==> src/rtl/prim_cmd_queue.sv <==
// rtl/prim_cmd_queue.sv - command FIFO and execute sequencer ahead of the primitive renderer
//
// Buffers 16-bit host commands and replays them one per clock to the
// renderer. After an execute word is issued, further words are held back until
// the renderer has had time to raise busy and has then dropped it again. This
// keeps the renderer's registers stable during a draw.
//
// Ports:
//   clk, reset_n_i        clock, asynchronous active-low reset
//   host_cmd_i/_valid_i   host push port ([15:12] opcode, [11:0] payload)
//   flush_i               synchronous FIFO clear (also clears overflow_o)
//   busy_i                renderer busy
//   cmd_o/cmd_valid_o     registered command and one-cycle strobe to the renderer
//   full_o/empty_o        FIFO holds DEPTH / 0 entries
//   level_o               current entry count
//   overflow_o            sticky: a push was dropped
//   idle_o                nothing queued, sequencer idle, renderer not busy

module prim_cmd_queue #(
  parameter int unsigned DEPTH         = 16,
  parameter logic [3:0]  EXEC_OPCODE   = 4'hF,
  parameter int unsigned SETTLE_CYCLES = 3
) (
  input  logic                     clk,
  input  logic                     reset_n_i,
  input  logic [15:0]              host_cmd_i,
  input  logic                     host_cmd_valid_i,
  input  logic                     flush_i,
  input  logic                     busy_i,
  output logic [15:0]              cmd_o,
  output logic                     cmd_valid_o,
  output logic                     full_o,
  output logic                     empty_o,
  output logic [$clog2(DEPTH):0]   level_o,
  output logic                     overflow_o,
  output logic                     idle_o
);

  localparam int unsigned AW = $clog2(DEPTH);
  localparam int unsigned CW = (SETTLE_CYCLES > 1) ? $clog2(SETTLE_CYCLES) : 1;
  localparam logic [AW:0] LEVEL_FULL = (AW+1)'(DEPTH);
  localparam logic [CW-1:0] SETTLE_LOAD = CW'(SETTLE_CYCLES - 1);

  typedef enum logic [1:0] {
    ST_IDLE,
    ST_SETTLE,
    ST_WAIT_BUSY
  } state_e;

  state_e          state_q, state_d;
  logic [CW-1:0]   cnt_q, cnt_d;
  logic [AW-1:0]   wr_ptr_q, wr_ptr_d;
  logic [AW-1:0]   rd_ptr_q, rd_ptr_d;
  logic [AW:0]     level_q, level_d;
  logic            overflow_q, overflow_d;
  logic [15:0]     cmd_q, cmd_d;
  logic            cmd_valid_q, cmd_valid_d;
  logic [15:0]     mem_q [DEPTH];

  logic [15:0]     head;
  logic            pop;
  logic            push_ok;

  assign head = mem_q[rd_ptr_q];

  // Storage is not reset: entries are only ever read after being written.
  always_ff @(posedge clk) begin
    if (push_ok) begin
      mem_q[wr_ptr_q] <= host_cmd_i;
    end
  end

  // State register.
  always_ff @(posedge clk or negedge reset_n_i) begin
    if (!reset_n_i) begin
      state_q     <= ST_IDLE;
      cnt_q       <= '0;
      wr_ptr_q    <= '0;
      rd_ptr_q    <= '0;
      level_q     <= '0;
      overflow_q  <= 1'b0;
      cmd_q       <= '0;
      cmd_valid_q <= 1'b0;
    end else begin
      state_q     <= state_d;
      cnt_q       <= cnt_d;
      wr_ptr_q    <= wr_ptr_d;
      rd_ptr_q    <= rd_ptr_d;
      level_q     <= level_d;
      overflow_q  <= overflow_d;
      cmd_q       <= cmd_d;
      cmd_valid_q <= cmd_valid_d;
    end
  end

  // Next-state logic: FIFO bookkeeping and sequencer.
  always_comb begin
    pop     = (state_q == ST_IDLE) && !busy_i && (level_q != '0) && !flush_i;
    // A pop frees a slot in the same cycle, so a push at full still fits.
    push_ok = host_cmd_valid_i && !flush_i && ((level_q != LEVEL_FULL) || pop);

    wr_ptr_d    = wr_ptr_q;
    rd_ptr_d    = rd_ptr_q;
    level_d     = level_q;
    overflow_d  = overflow_q;
    cmd_valid_d = pop;
    cmd_d       = pop ? head : cmd_q;

    if (flush_i) begin
      wr_ptr_d   = '0;
      rd_ptr_d   = '0;
      level_d    = '0;
      overflow_d = 1'b0;
    end else begin
      if (push_ok) begin
        wr_ptr_d = wr_ptr_q + 1'b1;
      end
      if (pop) begin
        rd_ptr_d = rd_ptr_q + 1'b1;
      end
      if (push_ok && !pop) begin
        level_d = level_q + 1'b1;
      end else if (!push_ok && pop) begin
        level_d = level_q - 1'b1;
      end
      if (host_cmd_valid_i && !push_ok) begin
        overflow_d = 1'b1;
      end
    end

    // Flush leaves the sequencer alone: the renderer may still be drawing.
    state_d = state_q;
    cnt_d   = cnt_q;
    unique case (state_q)
      ST_IDLE: begin
        if (pop && (head[15:12] == EXEC_OPCODE)) begin
          state_d = ST_SETTLE;
          cnt_d   = SETTLE_LOAD;
        end
      end
      ST_SETTLE: begin
        // Give the renderer time to raise busy before we look at it.
        if (cnt_q == '0) begin
          state_d = ST_WAIT_BUSY;
        end else begin
          cnt_d = cnt_q - 1'b1;
        end
      end
      ST_WAIT_BUSY: begin
        // If busy never rose, this exits at once and nothing deadlocks.
        if (!busy_i) begin
          state_d = ST_IDLE;
        end
      end
      default: begin
        state_d = ST_IDLE;
      end
    endcase
  end

  // Outputs.
  always_comb begin
    cmd_o       = cmd_q;
    cmd_valid_o = cmd_valid_q;
    level_o     = level_q;
    overflow_o  = overflow_q;
    full_o      = (level_q == LEVEL_FULL);
    empty_o     = (level_q == '0);
    idle_o      = (level_q == '0) && (state_q == ST_IDLE) && !busy_i;
  end

endmodule
==> config.mk <==
export PLATFORM = sky130hd
export DESIGN_NAME = prim_cmd_queue
export DESIGN_NICKNAME = d
export VERILOG_FILES = /design/src/rtl/prim_cmd_queue.sv
export SDC_FILE = /design/constraint.sdc
export NUM_CORES = 1
export LEC_CHECK = 0
export CORE_ASPECT_RATIO = 0.9
export CORE_MARGIN = 10
export CORE_UTILIZATION = 34
export DETAILED_ROUTE_END_ITERATION = 7
export SKIP_CTS_REPAIR_TIMING = 1
export SLEW_MARGIN = 20
export SYNTH_ARGS = -nofsm -noshare
export SYNTH_HDL_FRONTEND = slang
export SYNTH_SLANG_ARGS = --single-unit
==> constraint.sdc <==
create_clock -name clk -period 3.1 [get_ports clk]
set_input_delay 0.93 -clock clk [delete_from_list [all_inputs] [get_ports clk]]
set_output_delay 0.93 -clock clk [all_outputs]
set_load 0.02 [all_outputs]
# ---- Yosys cells after proc, flatten, opt, wreduce, memory -nomap -nowiden
# Memory sizes are Yosys's and may differ from the RTL's.
# Index checks and enable logic that the tools add are counted.
dict set report word_totals {
  ff_bits 35
  elab_cells 68
  n_memories 1
  output_inout_bits 26
  inputBits 21
  ram_bits 256
}
# memory depth word_bits read_ports rd_ports_with_merged_regs wr line_no
set memory_table {}
lappend memory_table {mem_q 16 16 1 0 1 58} ;# logic [15:0] mem_q [DEPTH];
dict set report classes {
  eq_ne 9
  n_addsub 5
  mux 18
  reduce_logical 27
}
# op n
set op_table {}
lappend op_table {{4-bit two-way mux} 4}
lappend op_table {{5-bit two-way mux} 3}
lappend op_table {{1-bit logical AND} 11}
lappend op_table {{2-bit two-way mux} 5}
lappend op_table {{4-bit by 1-bit adder with 4-bit output (second input constant)} 2}
lappend op_table {{2-bit nonzero test} 4}
lappend op_table {{2-bit inequality test (second input constant)} 3}
lappend op_table {{2-bit case mux with 3 select lines} 1}
lappend op_table {{3-bit AND reduction} 2}
lappend op_table {{5-bit by 1-bit adder with 5-bit output (second input constant)} 1}
lappend op_table {{5-bit == test (second input constant)} 1}
lappend op_table {{5-bit zero test} 1}
lappend op_table {{5-bit inequality test (second input constant)} 1}
lappend op_table {{5-bit nonzero test} 1}
lappend op_table {{5-bit by 1-bit subtractor with 5-bit output (second input constant)} 1}
lappend op_table {{4-bit == test (second input constant)} 1}
lappend op_table {{1-bit zero test} 4}
lappend op_table {{2-bit zero test} 2}
lappend op_table {{1-bit two-way mux} 4}
lappend op_table {{2-bit case mux with 2 select lines} 1}
lappend op_table {{3-bit nonzero test} 1}
lappend op_table {{2-bit by 1-bit == test with 1-bit output (second input constant)} 1}
lappend op_table {{2-bit == test (second input constant)} 1}
lappend op_table {{2-bit by 1-bit inequality test with 1-bit output (second input constant)} 1}
lappend op_table {{2 further kinds} 2}

# ---- Longest topological paths before layout
# Gate-level depths: netlist of run 1.
dict set report logic_depth {
  depth_word 11
  depth_mapped 11
  mapped_depth_nobuf 11
}

# ---- Worst setup path before layout of run 1
# No wires, ideal clock.
dict set report synth_path {
  kind {input-to-reg}
  startpoint {input busy_i}
  endpoint {memory mem_q[10][0] (enable)}
  setup_ns 0.409
  required_time_ns 2.691
  slack_ns -0.297
  path_stages 5
  path_buffers 0
  t_arrival_ns 2.988
  path_cell_list {or3_1 a21oi_2 and2b_1 nand2_1 nor3_1}
}
dict set report synth_via {
  elab_chain_cells 8
}
# element line_no
set synth_lines {}
lappend synth_lines {{start: declaration} 29} ;# input logic busy_i,
lappend synth_lines {{1-bit zero test} 98} ;# pop = (state_q == ST_IDLE) && !busy_i && (level_q != '0) && !flush_i;
lappend synth_lines {{1-bit logical AND (3 in a row)} 98}
lappend synth_lines {{1-bit logical OR} 100} ;# push_ok = host_cmd_valid_i && !flush_i && ((level_q != LEVEL_FULL) || pop);
lappend synth_lines {{1-bit logical AND} 100}
lappend synth_lines {{1-bit two-way mux} 68} ;# if (push_ok) begin
lappend synth_lines {{1-bit two-way mux (not written as such)} 69} ;# mem_q[wr_ptr_q] <= host_cmd_i;
lappend synth_lines {{end: declaration} 58}
# Every way passes these cells.

# ---- Worst setup path in the final report of run 1
dict set report layout_path {
  startpoint {input busy_i}
  endpoint {output idle_o}
}
dict set report layout_via {
  elab_chain_cells 2
}
# element line_no
set layout_lines {}
lappend layout_lines {{1-bit zero test} 169} ;# idle_o = (level_q == '0) && (state_q == ST_IDLE) && !busy_i;
lappend layout_lines {{1-bit logical AND} 169}
lappend layout_lines {{end: declaration} 36} ;# output logic idle_o
# Every way passes these cells.

==> flow_metrics.py, run 1 <==
metrics = {
    "pwr": {
        "combPwrFrac_pct": 22.3,
        "p_per_area_mw_per_mm2": 760,
        "p_int_mw": 7.77,
        "seq_power_share_pct": 44.3,
        "swShare_pct": 26.4,
        "p_sw_mw": 2.79,
        "irDropWorstVdd_mv": 0.436,
        "clockPowerShare_pct": 33.4,
        "leakagePower_nw": 4.69,
    },
    "global_route": {
        "grt_pass1_wl_microns": 38200,
        "overflow": 0,
        "grt_util_all_layers_pct": 11.8,
        "antenna_found_initial": 0,
        "grt_max_degree": 37,
        "grt_pass1_vias": 6236,
    },
    "synth": {
        "synth_cells": 573,
        "async_reset_ff_share_pct": 12.0,
        "synth.largest_area_cell": "edfxtp_1",
        "synth_warnings": 0,
        "ys_seq_area_share_pct": 74.2,
        "ys_seq_elements": 291,
        "synthTopCellsByArea": "edfxtp_1 (67%), mux4_2 (13%), dfrtp_1 (7.6%)",
        "synthFlopType": "edfxtp_1",
        "synth_edf_count": 256,
        "synthMostInstantiatedCell": "edfxtp_1",
        "syn_area_sq_mm": 0.0115,
        "synth.top_cell.area_share_pct": 66.6,
        "yosysUniqueCellTypes": 48,
        "synth.avg_cell_area_sq_um": 20.1,
        "syn-num-nets": 605,
        "yosys-top-cells-count": "edfxtp_1 (256), mux4_2 (66), nand2_1 (49), dfrtp_1 (35), nor2_1 (21)",
    },
    "setup_path": {
        "criticalPathCategory": "in -> out",
        "crit_fanout": 3,
        "crit_required_ns": 2.17,
        "end_kind": "primary output",
        "cp-start-kind": "input port",
        "crit_arrival_ns": 2.08,
        "reg2reg_depth": 9,
    },
    "floorplan": {
        "initial_core_util_pct": 34.8,
        "placementRows": 63,
        "die_h_microns": 195,
        "die_x_microns": 214,
        "die-area_sq_mm": 0.0417,
        "core_sq_mm": 0.0332,
        "io_pins": 47,
    },
    "cells_and_area": {
        "nets": 705,
        "fillerInstances": 2875,
        "fin_cells": 1149,
        "stdcell_area_sq_mm": 0.0139,
        "final_layout_size_suffix_gt1_share_pct": 25.5,
        "diodes": 0,
        "area_growth_pct": 20.4,
    },
    "job": {
        "max_cap_violations": 0,
    },
    "routing": {
        "drtAntennaViolNets": 0,
        "vias": 5753,
        "routed_wl_microns": 25100,
        "vias_per_cell": 5.01,
        "wl_per_cell_microns": 21.8,
        "drt-pass1-iter-count": 4,
        "drcViolationCount": 0,
        "first_iter_violations": 397,
    },
    "timing": {
        "fmax_mhz": 333,
        "setup_viol": 0,
        "timing.slew.headroom_pct": 54.5,
        "fin_skew_ns": 0.00786,
        "min_period_over_period_pct": 97.0,
        "tns_ns": 0,
        "slew_violations": 0,
        "hold_viol_final": 0,
        "fin_crit_ns": 3.01,
        "tightestPinTransition_ns": 0.683,
        "rsz0062_at_grt": "true",
    },
    "hold_path": {
        "min_path_type": "in -> async",
    },
    "cts": {
        "clk_latency_ns": 0.55,
        "clockBufferDepth": 3,
        "htree_levels": 1,
        "cts_buffers": 29,
        "root_buffer": "clkbuf_16",
        "clk_pin_slew_ns": 0.06,
        "cts.sinks": 291,
        "cts_tree": "yes",
    },
    "place": {
        "gp_congestion": 0.810,
        "place_area_sq_mm": 0.0129,
        "portBuffers": 46,
        "dp.cells": 1097,
        "place_hpwl_microns": 15500,
    },
    "status": {
        "status": "complete, no violations",
    },
}
flip-flops by register name (all words and copies together), names as in the netlist:
signal / flops
cnt_q: 2
cmd_valid_o: 1
wr_ptr_q: 4
rd_ptr_q: 4
state_q: 2
level_o: 5
overflow_o: 1
cmd_o: 16
mem_q: 256
cell type report:
cell class	count	area (sq um)	area share, %
repair buffers	92	953	6.86
well taps	455	569	4.10
clock inverters	18	195	1.40
flip-flops and latches	291	8570	61.7
clock buffers	34	764	5.50
inverters	12	45.0	0.324
multi-input cells	247	2800	20.2
kinds of logic after synthesis:
| kind of cell | synth area share (%) |
|---|---|
| flops | 74.2 |
| xor+xnor | 0.607 |
| fa+ha+maj | 1.26 |
| compound gates | 1.73 |
| buf+inv | 1.91 |
| mux | 15.9 |
| simple gates | 4.42 |
worst paths after layout:
| check | startpoint | to | slack [ns] |
|---|---|---|---|
| max | busy_i | idle_o | 0.09 |
| min | reset_n_i | cnt_q[1]$_DFFE_PN0P_ | 0.35 |
| max reg2reg | level_o[0]$_DFFE_PN0P_ | level_o[4]$_DFFE_PN0P_ | 0.39 |
| min reg2reg | cmd_o[2]$_DFFE_PN0P_ | cmd_o[2]$_DFFE_PN0P_ | 0.48 |
| max in group asynchronous | reset_n_i | rd_ptr_q[1]$_DFFE_PN0P_ | 2.12 |
| min in group clk | cmd_o[2]$_DFFE_PN0P_ | cmd_o[2]$_DFFE_PN0P_ | 0.48 |
placed cells by master, fill, tap and decap left out, drive strengths merged, types with 2 or more instances in the layout:
cell | netlist | layout
edfxtp | 256 | 256
mux4 | 72 | 72
nand2 | 49 | 49
buf | 14 | 48
clkdlybuf4s50 | 0 | 42
dfrtp | 35 | 35
clkbuf | 9 | 34
nor2 | 22 | 22
inv | 12 | 13
mux2i | 12 | 12
and2 | 11 | 11
clkinv | 0 | 11
ha | 10 | 10
o21ai | 7 | 7
nor3 | 7 | 7
mux2 | 6 | 6
nand3 | 5 | 5
xnor2 | 5 | 5
a31oi | 5 | 5
a21oi | 5 | 5
a21o | 4 | 4
bufinv | 0 | 4
a221oi | 4 | 4
a22oi | 3 | 3
xor2 | 3 | 3
nor2b | 2 | 2
nand3b | 2 | 2
nand4 | 2 | 2
clkinvlp | 0 | 2
dlymetal6s2s | 0 | 2
worst max-delay path, stage by stage:
cell,delay [ns]
clkdlybuf4s50_1,0.42
or3_1,0.37
nor3_1,0.18
buf_4,0.18
layer usage:
layer	vias to the layer above	wire, microns	track usage (%)
met1	3039	11400	16.3
li1	2498	-	-
met4	0	601	3.11
met5	-	0	0
met3	40	1490	2.34
met2	176	11600	18.9
through the flow:
step	setup slack, ns	power [mW]	util [%]	hold WS, ns
global placement	-0.324	7.07	38.9	0.464
CTS	-0.383	10.7	41.8	0.344
floorplan	-0.297	6.29	-	0.490
global route	-0.0125	11.0	41.9	0.356
detailed placement	-0.426	7.14	38.9	0.463
finish	0.0931	10.6	41.9	0.355
power groups by stage:
stage | combinational, mW | sequential (mW) | clock, mW
after CTS | 2.40 | 4.67 | 3.60
after global routing | 2.55 | 4.71 | 3.76
final | 2.35 | 4.68 | 3.53
after floorplan | 1.46 | 4.83 | 0
after global placement | 2.33 | 4.73 | 0
after detailed placement | 2.39 | 4.75 | 0
No activity file was read; power rests on OpenSTA's default activity.
==> run 2: changes to the inputs <==
--- a/config.mk
+++ b/config.mk
@@ -9,6 +9,7 @@
 export CORE_MARGIN = 10
 export CORE_UTILIZATION = 34
 export DETAILED_ROUTE_END_ITERATION = 7
+export REMOVE_ABC_BUFFERS = 1
 export SKIP_CTS_REPAIR_TIMING = 1
 export SLEW_MARGIN = 20
 export SYNTH_ARGS = -nofsm -noshare
==> flow_metrics.py, run 2 (same netlist as run 1, synthesis figures left out) <==
metrics = {
    "pwr": {
        "power_mw": 10.3,
        "irDropWorstVdd_mv": 0.409,
        "p_per_area_mw_per_mm2": 746,
        "leakagePower_nw": 4.73,
    },
    "place": {
        "dp.cells": 1104,
        "gp_congestion": 0.773,
        "place_hpwl_microns": 15900,
        "place_area_sq_mm": 0.0129,
        "portBuffers": 46,
    },
    "routing": {
        "drtAntennaViolNets": 0,
        "drt-pass1-iter-count": 5,
        "vias_per_cell": 4.91,
        "routed.top_layer": "met4",
        "vias": 5686,
        "route.met3.wl_microns": 1080,
        "first_iter_violations": 434,
        "routed_wl_microns": 24800,
        "wl_met1_microns": 10700,
        "wl_met2_microns": 12500,
        "wl_per_cell_microns": 21.4,
        "drcViolationCount": 0,
    },
    "timing": {
        "slew_violations": 0,
        "holdWs_ns": 0.372,
        "rsz0062_at_grt": "false",
        "timing.slew.headroom_pct": 40.3,
        "fin_skew_ns": 0.00705,
        "fmax_mhz": 330,
        "hold_viol_final": 0,
        "setup_viol": 0,
        "tightestPinTransition_ns": 0.896,
        "fin_crit_ns": 3.03,
        "min_period_over_period_pct": 97.9,
    },
    "setup_path": {
        "r2r-end": "level_o[4]$_DFFE_PN0P_",
        "cpMaxStageDelayCell": "clkdlybuf4s50_1",
        "reg2reg_depth": 9,
        "crit_fanout": 4,
        "max_stage_delay_ns": 0.42,
        "crit_buf_inv": 2,
        "cp-start-kind": "input port",
        "cp_top_family": "buffers and inverters",
        "criticalPathCategory": "in -> out",
        "crit_required_ns": 2.17,
        "crit_cells": 4,
        "crit_arrival_ns": 2.10,
        "end_kind": "primary output",
        "crit_chain": "clkdlybuf4s50_1 > or3_4 > nor3_1 > dlymetal6s2s_1",
        "worstReg2RegStart": "level_o[0]$_DFFE_PN0P_",
        "rrSetupSlack_ns": 0.42,
    },
    "cells_and_area": {
        "fin_cells": 1158,
        "largest_reg_flops": 256,
        "final_common_cell": "edfxtp_1",
        "multiInputGateArea_sq_mm": 0.00279,
        "area_growth_pct": 20.1,
        "final_layout_size_suffix_gt1_share_pct": 26.2,
        "stdcell_area_sq_mm": 0.0139,
        "top_register": "mem_q",
        "final_core_util_pct": 41.8,
        "nets": 712,
        "ff_latch_area_sq_mm": 0.00857,
        "diodes": 0,
        "mostFrequentLayoutCells": "edfxtp_1 (256), mux4_2 (66), nand2_1 (49)",
        "fillerInstances": 2875,
    },
    "floorplan": {
        "die_h_microns": 195,
        "io_pins": 47,
        "die_x_microns": 214,
        "initial_core_util_pct": 34.8,
        "core_sq_mm": 0.0332,
        "placementRows": 63,
        "die-area_sq_mm": 0.0417,
    },
    "global_route": {
        "antenna_found_initial": 0,
        "grt_pass1_wl_microns": 38300,
        "grt_max_degree": 34,
        "grt_util_all_layers_pct": 11.8,
        "overflow": 0,
        "grt_pass1_vias": 6110,
    },
    "job": {
        "max_cap_violations": 0,
    },
    "cts": {
        "clk_pin_slew_ns": 0.06,
        "root_buffer": "clkbuf_16",
        "cts.sinks": 291,
        "cts_buffers": 29,
        "htree_levels": 1,
        "clk_latency_ns": 0.55,
        "clockBufferDepth": 3,
        "cts_tree": "yes",
    },
    "hold_path": {
        "min_path_type": "in -> async",
    },
    "status": {
        "status": "complete, no violations",
    },
}
==> run 2: worst max path at each step <==
stage | slack, ns | start | to
global route | 0.01 | busy_i | idle_o
detailed placement | -0.41 | busy_i | level_o[4]$_DFFE_PN0P_
finish | 0.07 | busy_i | idle_o
floorplan | -1.05 | rd_ptr_q[0]$_DFFE_PN0P_ | cnt_q[0]$_DFFE_PN0P_
CTS | -0.39 | busy_i | idle_o
global placement | -0.37 | busy_i | idle_o
==> run 2: layout make-up <==
class | instances | share of cell area (%)
clock buffers | 34 | 5.52
clock inverters | 20 | 1.16
inverters | 12 | 0.325
multi-input cells | 247 | 20.1
flip-flops and latches | 291 | 61.8
well taps | 455 | 4.11
repair buffers | 99 | 6.93
==> run 2: power by group <==
part	total [mW]	switching [mW]	internal, mW
Clock	3.35	1.42	1.93
Combinational	2.26	1.05	1.21
Sequential	4.73	0.261	4.47
==> run 2: per-layer routing <==
| metal | track usage, % | vias up |
|---|---|---|
| met4 | 3.11 | 0 |
| met2 | 20.2 | 133 |
| li1 | - | 2517 |
| met5 | 0 | - |
| met3 | 1.66 | 40 |
| met1 | 15.4 | 2996 |
==> run 2: metrics by stage <==
step                TNS [ns]  setup WS, ns
detailed placement    -14.33        -0.407
floorplan             -36.17         -1.05
finish                     0        0.0658
CTS                   -0.877        -0.389
global placement       -7.73        -0.375
global route               0        0.0136
